==> src/rtl/ena_burst_gen.sv <==
// Enable-line burst train generator: high bursts shrinking by one cycle from
// start_len down to min_len, separated by programmable low gaps.
module ena_burst_gen #(
  parameter int LEN_W = 4,
  parameter int GAP_W = 3
) (
  input  logic             clk,
  input  logic             rst,
  input  logic             start,
  input  logic             abort,
  input  logic [LEN_W-1:0] start_len,
  input  logic [LEN_W-1:0] min_len,
  input  logic [GAP_W-1:0] gap_len,
  output logic             ena,
  output logic             busy,
  output logic             done,
  output logic [LEN_W-1:0] cur_len,
  output logic [LEN_W-1:0] burst_cnt
);

  typedef enum logic [1:0] {IDLE, HIGH, LOW, FIN} state_t;

  state_t           state_q, state_d;
  logic [LEN_W-1:0] min_q, hcnt_q, len_q, bcnt_q;
  logic [GAP_W-1:0] gap_q, gcnt_q;
  logic             ena_q, busy_q, done_q;
  logic             ena_d, busy_d, done_d;

  logic [LEN_W-1:0] eff_min;
  logic [GAP_W-1:0] eff_gap;
  logic             take, len_ok, high_last, gap_last, at_min;

  always_comb begin
    eff_min   = (min_len == '0) ? LEN_W'(1) : min_len;
    eff_gap   = (gap_len == '0) ? GAP_W'(1) : gap_len;
    take      = start && !abort;
    len_ok    = (start_len >= eff_min);
    high_last = (hcnt_q == LEN_W'(1));
    gap_last  = (gcnt_q == GAP_W'(1));
    at_min    = (len_q == min_q);
  end

  always_ff @(posedge clk or posedge rst) begin
    if (rst) state_q <= IDLE;
    else     state_q <= state_d;
  end

  always_comb begin
    state_d = state_q;
    unique case (state_q)
      IDLE: if (take) state_d = len_ok ? HIGH : FIN;
      HIGH: begin
        if (abort)          state_d = IDLE;
        else if (high_last) state_d = at_min ? FIN : LOW;
      end
      LOW: begin
        if (abort)         state_d = IDLE;
        else if (gap_last) state_d = HIGH;
      end
      FIN: state_d = IDLE;
    endcase
  end

  // Outputs are registered from the current state, so they trail the state by
  // one cycle; abort is folded in so the line drops on the edge that sees it.
  always_comb begin
    ena_d  = (state_q == HIGH) && !abort;
    busy_d = (state_q == FIN) || (((state_q == HIGH) || (state_q == LOW)) && !abort);
    done_d = (state_q == FIN);
  end

  always_ff @(posedge clk or posedge rst) begin
    if (rst) begin
      ena_q  <= 1'b0;
      busy_q <= 1'b0;
      done_q <= 1'b0;
    end else begin
      ena_q  <= ena_d;
      busy_q <= busy_d;
      done_q <= done_d;
    end
  end

  always_ff @(posedge clk or posedge rst) begin
    if (rst) begin
      min_q  <= '0;
      gap_q  <= '0;
      len_q  <= '0;
      bcnt_q <= '0;
      hcnt_q <= '0;
      gcnt_q <= '0;
    end else begin
      unique case (state_q)
        IDLE: if (take) begin
          min_q <= eff_min;
          gap_q <= eff_gap;
          if (len_ok) begin
            len_q  <= start_len;
            hcnt_q <= start_len;
            bcnt_q <= LEN_W'(1);
          end else begin
            len_q  <= '0;
            bcnt_q <= '0;
          end
        end
        HIGH: if (!abort) begin
          if (high_last) gcnt_q <= gap_q;
          else           hcnt_q <= hcnt_q - LEN_W'(1);
        end
        LOW: if (!abort) begin
          if (gap_last) begin
            len_q  <= len_q - LEN_W'(1);
            hcnt_q <= len_q - LEN_W'(1);
            bcnt_q <= bcnt_q + LEN_W'(1);
          end else begin
            gcnt_q <= gcnt_q - GAP_W'(1);
          end
        end
        FIN: ;
      endcase
    end
  end

  assign ena       = ena_q;
  assign busy      = busy_q;
  assign done      = done_q;
  assign cur_len   = len_q;
  assign burst_cnt = bcnt_q;

endmodule

==> config.mk <==
export PLATFORM = sky130hd
export DESIGN_NAME = ena_burst_gen
export DESIGN_NICKNAME = d
export VERILOG_FILES = /design/src/rtl/ena_burst_gen.sv
export SDC_FILE = /design/constraint.sdc
export NUM_CORES = 1
export LEC_CHECK = 0
export ABC_AREA = 1
export CORE_MARGIN = 2
export CORE_UTILIZATION = 55
export CTS_BUF_LIST = sky130_fd_sc_hd__clkbuf_2 sky130_fd_sc_hd__clkbuf_4 sky130_fd_sc_hd__clkbuf_8
export CTS_CLUSTER_SIZE = 24
export DETAILED_ROUTE_END_ITERATION = 10
export GPL_TIMING_DRIVEN = 0
export PLACE_DENSITY = 0.85
export SLEW_MARGIN = 15
export SYNTH_ARGS = -nofsm -noshare
export SYNTH_HDL_FRONTEND = slang
export SYNTH_SLANG_ARGS = --single-unit
==> constraint.sdc <==
create_clock -name clk -period 1.8 [get_ports clk]
set_clock_uncertainty 0.1 [all_clocks]
set_input_delay 0.36 -clock clk [delete_from_list [all_inputs] [get_ports clk]]
set_output_delay 0.36 -clock clk [all_outputs]
set_load 0.01 [all_outputs]
==> After elaboration in Yosys (flattened, before gate mapping) <==
Cells that the tools add are included.
{ "totals": {"register_bits": 27, "inputBits": 15, "output_inout_bits": 11, "word_cells": 78} }
{ "op_classes": {"n_addsub": 4, "magnitude_cmp": 1, "eq_ne": 16, "muxes": 30, "n_reduce_logical": 17} }
{ "op_table": {"columns": ["op", "count"], "rows": [
  ["two-way mux 4 bit", 12],
  ["inequality test 2 bit, second input constant", 8],
  ["one-hot mux 4 bit (2 select lines)", 2],
  ["two-way mux 3 bit", 5],
  ["two-way mux 2 bit", 6],
  ["one-hot mux 4 bit (3 select lines)", 1],
  ["one-hot mux 2 bit (4 select lines)", 1],
  ["subtractor 4 x 1 -> 4 bit, second input constant", 2],
  ["AND reduction 7 bit", 1],
  ["inequality test 3 bit, second input constant", 2],
  ["one-hot mux 3 bit (2 select lines)", 1],
  ["AND reduction 5 bit", 1],
  ["adder 4 x 1 -> 4 bit, second input constant", 1],
  ["equality test 2 bit, second input constant", 2],
  ["equality test 4 x 1 -> 1 bit, second input constant", 1],
  ["equality test 4 bit", 1],
  ["greater-or-equal comparator 4 bit", 1],
  ["zero test 4 bit", 1],
  ["AND reduction 4 bit", 1],
  ["nonzero test 2 bit", 2],
  ["equality test 3 x 1 -> 1 bit, second input constant", 1],
  ["logical AND 1 bit", 3],
  ["zero test 3 bit", 1],
  ["AND reduction 3 bit", 1],
  ["other kinds (8)", 10]
]} }

==> Longest topological paths before layout <==
Gate-level depths: netlist of the first run.
{ "depth": {"word_depth": 6, "mapped_depth": 12, "depth_no_buf": 12} }

==> Worst setup path after synthesis of the first run <==
OpenSTA, ideal clock, no wires.
{ "synth_timing": {"kind": "input-to-reg", "from": "in min_len[3]", "to": "reg hcnt_q[3]", "setup_time_ps": 116, "arrival_ps": 1392, "required_time_ps": 1584, "setup_slack_ps": 191, "path_stages": 9, "path_buffers": 0, "cell_sequence": "inv_1 a31o_2 ha_1 nand3_1 nand4_1 nand2_2 inv_1 nand2_1 nand2_1"} }
{ "synth_between": {"elab_chain_cells": 5} }
{ "synth_rtl": {"columns": ["item", "line", "source"], "rows": [
  ["start, declared", "12", "input logic [LEN_W-1:0] min_len,"],
  ["zero test 4 bit", "34", "eff_min = (min_len == '0) ? LEN_W'(1) : min_len;"],
  ["two-way mux 4 bit", "34", null],
  ["via eff_min[0]", "29", "logic [LEN_W-1:0] eff_min;"],
  ["greater-or-equal comparator 4 bit", "37", "len_ok = (start_len >= eff_min);"],
  ["inequality test 2 bit (no source line)", null, null],
  ["AND reduction 7 bit (no source line)", null, null],
  ["end signal, assigned", "99", "hcnt_q <= start_len;"],
  ["end signal, assigned", "108", "else hcnt_q <= hcnt_q - LEN_W'(1);"],
  ["end signal, assigned", "113", "hcnt_q <= len_q - LEN_W'(1);"],
  ["end, declared", "24", "logic [LEN_W-1:0] min_q, hcnt_q, len_q, bcnt_q;"]
]} }
The timed path passes the listed nets, and every way through them passes these cells.
A chain may end at the register's enable or synchronous reset.

==> Final worst setup path of the first run <==
{ "layout_timing": {"from": "reg len_q[2], in the netlist cur_len[2]", "to": "out cur_len[2]"} }
{ "layout_rtl": {"columns": ["item", "line", "source"], "rows": [
  ["start, declared", "24", null],
  ["start signal, assigned", "98", "len_q <= start_len;"],
  ["start signal, assigned", "112", "len_q <= len_q - LEN_W'(1);"],
  ["end, declared", "17", "output logic [LEN_W-1:0] cur_len,"]
]} }
No word-level cell between the ends.

==> out/qor.txt, run 1 <==
Result of the run: completed
Critical R2R Capture: state_q[0]$_DFFE_PP0P_
Synth Register Bits: 27
Kind of cell adding the most delay to the critical path: buffers and inverters
Number of non-filler instances in the completed layout: 306
Largest net degree at the start of global routing: 28
Worst Reg2Reg Path Length in Cells: 7
Post-synthesis xor/xnor area fraction: 2.50%
Buffer cell driving the clock tree root: clkbuf_4
Uppermost layer routed: met4
CTS Buf Count: 3
H-tree levels: 1
Final count of hold timing violations: 0
Yosys warnings: 0
Switching power: 1640 uW
Number of remaining DRC errors: 0
Min setup slack post-route: 0.0564 ns
CP Data Required Time: 1.34 ns
Synth Area in Adders: 10.7%
Net count after synthesis: 254
Type of the most critical hold path: input pin to register
Area used by multi-input combinational logic: 1020 um2
Storage element area: 681 um2
Post-Syn Area: 1750 um2
Worst Setup Slack post-DPL: -0.428 ns
Half-perimeter wire length of the detailed placement result: 2780 um
LEAKAGE: 0.00117 uW
Number of antenna cells inserted: 0
Number of setup violations in the final report: 0
Internal Power: 2000 uW
Number of nets still failing antenna checks after routing: 0
Cts-stage hold buffer count: 0
Worst Setup Path Type: register to output port
Initial antenna violation count: 0
Dominant combinational cell family by area after synthesis: simple AND/OR/NAND/NOR gates
Combined global-route utilization of all metal layers: 22.9%
Total number of vias: 1591
Sequential cell fraction of total power: 30.2%
Overflow after GRT: 0
Startpoint of the lowest-slack hold path: min_len[3]
I/O Pins: 26
Total buffers and inverters traversed by the critical path: 1
Mux share of post-synthesis cell area: 0.571%
Drt first-iter violations: 91
Insertion delay of the later-clocked pin in the worst-skew pair: 0.32 ns
Met2 wirelength from detailed routing: 1860 um
R2R setup slack: 0.11 ns
Worst supply voltage drop on vdd: 0.000823 V
Synth Area in Compound Gates: 13.5%
Setup crit start kind: register
Maximum root-to-sink buffer count: 2
Effective utilization at floorplan: 57.4%
DIE WIDTH: 60.4 um
Sequential share of the synthesized area: 38.6%
Arr. time, crit path: 1.28 ns
Clock share of power: 7.6%
Clock period minus worst slack: 1.74 ns
Inst Count DP: 293
Number of detailed-routing iterations run before antenna repair: 4
Area of the placeable core: 3050 um2
Critical R2R Launch: state_q[0]$_DFFE_PP0P_
Final weighted congestion in routability-driven placement: 0.850
Via-to-Cell Ratio: 5.20
Detailed-routed wire length on met3: 211 um
Cell variety after synth: 33
Area enclosed by the die boundary: 3650 um2
Slowest cell delay on critical path: 0.55 ns
Combinational group share of total power: 62.2%
Metal-1 WL: 1760 um
Fill cell total of the finished layout: 230
Clock input transition at the sequential cells of the worst setup and hold paths: 0.14 ns
Net count of the finished layout: 293
Global-route wire length before repair: 6280 um
Worst path slowest cell: clkdlybuf4s50_1
Commonest non-fill, non-tap cells in the layout: 59 x nand2_1, 23 x inv_1, 23 x dfrtp_1, 18 x nand3_1
Number of maximum-capacitance violations: 0
Routed length per instance: 12.7 um
Row count: 20
Signed area change from the synthesized netlist to the final layout: 29.7%
Synth Flop Type: dfrtp_1
Final period utilization: 96.9%
Fraction of layout instances using a drive strength above 1: 18.3%
Number of global-route vias before repair: 1414
Most common library cell in the layout ignoring fill and taps: nand2_1
TritonCTS clock tree: yes
Worst slew pin tran: 1.01 ns
Type of element capturing the critical path: output port
Post-synthesis share of cell area spent on and, or, nand and nor gates: 25.8%
Capture endpoint of the worst hold path: min_q[3]$_DFFE_PP0P_
Power per unit of standard cell area: 1600 nW/um2
Port Buffer Count: 25
Peak Freq: 0.574 GHz
Worst Hold Depth: 3
Chip Height: 60.4 um
Wirelength, routed: 3890 um
Cell count after synthesis: 224
Synthesized area divided by synthesized cell count: 7.82 um2
Number of synthesized flops with an enable pin: 0
Share of flip-flops with an asynchronous set or reset: 100%
Critical path peak fanout: 3
Cell-by-cell listing of the critical path: clkdlybuf4s50_1
Max-Slew Margin vs Limit: 32.8%
Share of total power consumed by net switching: 45.0%
Final Slew Violations: 0
Total number of clock tree sinks: 27
Worst hold-check slack: 0.263 ns
cell usage after synthesis, types with 2 or more instances:
cell     count  area [um2]
nand2_1     59         221
inv_1       28         105
dfrtp_1     27         676
nand3_1     19        95.1
nor2_1      17        63.8
ha_1        15         188
o21ai_0     12        60.1
a21oi_1      8        40.0
o21ai_1      4        20.0
xnor2_1      4        35.0
inv_2        3        11.3
a22oi_1      2        15.0
nand2_2      2        12.5
nand4_1      2        12.5
o22ai_1      2        12.5
o31ai_2      2        25.0
or2_2        2        12.5
layout make-up:
cell class | instances | area share (%)
inverters | 31 | 5.12
repair buffers | 34 | 15.0
multi-input cells | 163 | 44.9
plain buffers | 3 | 1.32
well taps | 44 | 2.42
clock buffers | 4 | 1.32
flip-flops and latches | 27 | 30.0
worst reg2reg max path: cells and delay by family, from the launching register on:
kind	cells	cell delay, ns
buffers and inverters	3	0.46
AO/OA/AOI/OAI	2	0.33
adder cells (fa/ha/maj)	1	0.18
flip-flops	1	0.47
AND/OR/NAND/NOR	1	0.07
registers in the layout (all words and copies together), names as in the netlist:
name / count
busy: 1
min_q: 4
gcnt_q: 3
burst_cnt: 4
done: 1
state_q: 2
gap_q: 3
cur_len: 4
hcnt_q: 4
ena: 1
layer usage:
metal  up-vias  global-route usage, %
met5         -                      0
met3         7                   2.56
met1       713                   31.9
li1        808                      -
met2        63                   37.4
met4         0                   7.45
stage by stage:
| step | TNS, ns | utilization [%] | power (uW) | cell area, um2 |
|---|---|---|---|---|
| 2_1_floorplan | 0 | - | 2500 | 1750 |
| 3_3_place_gp | -3.91 | 67.4 | 3000 | 2060 |
| 3_5_place_dp | -4.23 | 67.4 | 3060 | 2060 |
| 4_1_cts | 0 | 69.8 | 3400 | 2130 |
| 5_1_grt | -0.0803 | 74.4 | 4000 | 2270 |
| 6_report | 0 | 74.4 | 3630 | 2270 |
how the worst max path moves through the flow:
stage                           startpoint                     end  slack [ns]  cells after the start
finish              cur_len[2]$_DFFE_PP0P_              cur_len[2]        0.06                      1
global route        state_q[0]$_DFFE_PP0P_  state_q[0]$_DFFE_PP0P_       -0.05                      7
CTS                             min_len[3]  cur_len[1]$_DFFE_PP0P_      0.0008                      8
detailed placement              min_len[3]   hcnt_q[3]$_DFFE_PP0P_       -0.43                     10
global placement                min_len[3]   hcnt_q[3]$_DFFE_PP0P_       -0.41                     10
floorplan                       min_len[3]   hcnt_q[3]$_DFFE_PP0P_        0.19                      9
kinds of logic (layout without fill, tap and decap cells):
group / after synthesis / count (layout)
fa+ha+maj: 15 / 15
mux: 1 / 1
buf+inv: 34 / 72
simple gates: 105 / 105
xor+xnor: 5 / 5
compound gates: 37 / 37
flops: 27 / 27
power by group through the flow:
stage	logic, uW	registers [uW]	clock network, uW
after floorplan	1400	1100	0
after CTS	2030	1090	277
after global placement	1890	1100	0
after global routing	2540	1130	319
final	2260	1100	275
after detailed placement	1950	1110	0
repair_timing:
item / CTS / global route
endpoints found under the setup margin: 12 / 23
resized for setup: 7 / 24
setup buffers: 2 / 7
pin swaps: 2 / 5
No activity file was read; power rests on OpenSTA's default activity.
==> run 2: changes to the inputs <==
--- a/config.mk
+++ b/config.mk
@@ -6,7 +6,7 @@
 export NUM_CORES = 1
 export LEC_CHECK = 0
 export ABC_AREA = 1
-export CORE_MARGIN = 2
+export CORE_MARGIN = 5
 export CORE_UTILIZATION = 55
 export CTS_BUF_LIST = sky130_fd_sc_hd__clkbuf_2 sky130_fd_sc_hd__clkbuf_4 sky130_fd_sc_hd__clkbuf_8
 export CTS_CLUSTER_SIZE = 24
==> out/qor.txt, run 2 (same netlist as run 1, synthesis figures left out) <==
Result of the run: completed (unchanged)
TNS Setup: 0 ns (unchanged)
Final period utilization: 98.4% (was 96.9%)
Final count of hold timing violations: 0 (unchanged)
CTS Buf Count: 3 (unchanged)
Buffer cell driving the clock tree root: clkbuf_4 (unchanged)
Type of element capturing the critical path: register (was output port)
Worst Setup Path Type: input pin to register (was register to output port)
Number of setup violations in the final report: 0 (unchanged)
Type of the most critical hold path: input pin to register (unchanged)
Post-Route Utilization: 75.3% (was 74.4%)
Area of the placeable core: 3050 um2 (unchanged)
Drt first-iter violations: 122 (was 91)
Critical path peak fanout: 3 (unchanged)
TritonCTS clock tree: yes (unchanged)
Largest net degree at the start of global routing: 28 (unchanged)
Worst Setup Slack post-DPL: -0.427 ns (was -0.428 ns)
Routed length per instance: 13.5 um (was 12.7 um)
Effective utilization at floorplan: 57.4% (unchanged)
Arr. time, crit path: 1.93 ns (was 1.28 ns)
Fraction of layout instances using a drive strength above 1: 20.4% (was 18.3%)
Chip Height: 66.4 um (was 60.4 um)
Peak Freq: 0.565 GHz (was 0.574 GHz)
Final weighted congestion in routability-driven placement: 0.834 (was 0.850)
Worst slew pin tran: 1.00 ns (was 1.01 ns)
Number of antenna cells inserted: 0 (unchanged)
I/O Pins: 26 (unchanged)
Commonest non-fill, non-tap cells in the layout: 57 x nand2_1, 23 x dfrtp_1, 22 x inv_1, 17 x nand3_1, 16 x clkdlybuf4s50_1 (was 59 x nand2_1, 23 x inv_1, 23 x dfrtp_1, 18 x nand3_1)
Worst supply voltage drop on vdd: 0.000781 V (was 0.000823 V)
Setup crit start kind: input pin (was register)
Number of maximum-capacitance violations: 0 (unchanged)
Cts-stage hold buffer count: 0 (unchanged)
Number of remaining DRC errors: 0 (unchanged)
Insertion delay of the later-clocked pin in the worst-skew pair: 0.34 ns (was 0.32 ns)
Port Buffer Count: 25 (unchanged)
LEAKAGE: 0.00116 uW (was 0.00117 uW)
Number of global-route vias before repair: 1472 (was 1414)
Overflow after GRT: 0 (unchanged)
Clock period minus worst slack: 1.77 ns (was 1.74 ns)
Area enclosed by the die boundary: 4410 um2 (was 3650 um2)
Row count: 20 (unchanged)
Inst Count DP: 293 (unchanged)
DIE WIDTH: 66.4 um (was 60.4 um)
Total number of vias: 1624 (was 1591)
Initial antenna violation count: 0 (unchanged)
Power per unit of standard cell area: 1600 nW/um2 (about the same)
Total number of clock tree sinks: 27 (unchanged)
Via-to-Cell Ratio: 5.34 (was 5.20)
Min setup slack post-route: 0.0293 ns (was 0.0564 ns)
H-tree levels: 1 (unchanged)
Signed area change from the synthesized netlist to the final layout: 31.3% (was 29.7%)
Wirelength, routed: 4090 um (was 3890 um)
Max-Slew Margin vs Limit: 33.0% (was 32.8%)
Most common library cell in the layout ignoring fill and taps: nand2_1 (unchanged)
Net count of the finished layout: 291 (was 293)
Half-perimeter wire length of the detailed placement result: 3010 um (was 2780 um)
Combined global-route utilization of all metal layers: 19.2% (was 22.9%)
Number of detailed-routing iterations run before antenna repair: 4 (unchanged)
Number of non-filler instances in the completed layout: 304 (was 306)
Fill cell total of the finished layout: 226 (was 230)
Setup repair after global routing missed its margin: yes
Global-route wire length before repair: 6510 um (was 6280 um)
Clock input transition at the sequential cells of the worst setup and hold paths: 0.14 ns (about the same)
Maximum root-to-sink buffer count: 2 (unchanged)
Number of nets still failing antenna checks after routing: 0 (unchanged)
Final Slew Violations: 0 (unchanged)
CP Data Required Time: 1.96 ns (was 1.34 ns)
==> run 2: cell types whose count changed in the layout (fill, tap and decap cells not counted), moves of 2 or more <==
cell and delta:
buf_4 -2, nand2_1 -2, dlygate4sd2_1 +2, dlymetal6s2s_1 -2
==> run 2: final timing paths <==
kind,slack (ns),depth (start not counted),endpoint,start
setup / recovery,0.03,8,state_q[1]$_DFFE_PP0P_,start_len[1]
hold / removal,0.24,3,min_q[2]$_DFFE_PP0P_,min_len[2]
setup reg to reg,0.08,7,gap_q[0]$_DFFE_PP0P_,state_q[0]$_DFFE_PP0P_
hold reg to reg,0.39,2,gap_q[1]$_DFFE_PP0P_,gap_q[1]$_DFFE_PP0P_
max in group asynchronous,0.47,2,cur_len[2]$_DFFE_PP0P_,rst
min in group asynchronous,0.46,2,gap_q[2]$_DFFE_PP0P_,rst
==> run 2: final cells by class <==
type	count	area (um2)	area share, %
buffer	3	32.5	1.41
clock buffer	4	30.0	1.31
inverter	31	116	5.06
multi-input combinational	163	1070	46.4
sequential	27	681	29.6
tap	44	55.1	2.39
timing repair buffer	32	318	13.8
==> run 2: worst max-delay path, cell delays in order <==
cell and delay [ns]:
clkdlybuf4s50_1 0.59, ha_4 0.25, nand2_1 0.06, nand2_1 0.04, nand2_1 0.08, nand4_1 0.19, buf_4 0.20, a22oi_1 0.16
==> run 2: layer usage <==
metal | track usage, % | part of all wire [%] | vias up | wire length (um)
li1 | - | - | 799 | -
met1 | 24.9 | 42 | 765 | 1700
met2 | 32.5 | 51 | 49 | 2070
met3 | 2.89 | 5.4 | 11 | 223
met4 | 6.60 | 2.4 | 0 | 97
met5 | 0 | 0 | - | 0
==> run 2: what timing repair did <==
action                                  4_1_cts  5_1_grt
pin swaps                                     3        6
gates resized for setup                      11       32
endpoints found under the setup margin       13       24
buffers inserted                              2        5
==> run 2: power breakdown <==
part	internal, uW	switching (uW)	total, uW
registers	879	229	1110
logic	1020	1260	2280
clock network	102	183	285
total	2000	1670	3670
==> run 2: metrics by stage <==
step / hold slack [ns] / power [uW] / area, um2
3_5_place_dp: 0.366 / 3070 / 2060
6_report: 0.242 / 3670 / 2300
5_1_grt: 0.256 / 4040 / 2300
4_1_cts: 0.370 / 3390 / 2130
2_1_floorplan: 0.313 / 2500 / 1750
3_3_place_gp: 0.351 / 3000 / 2060
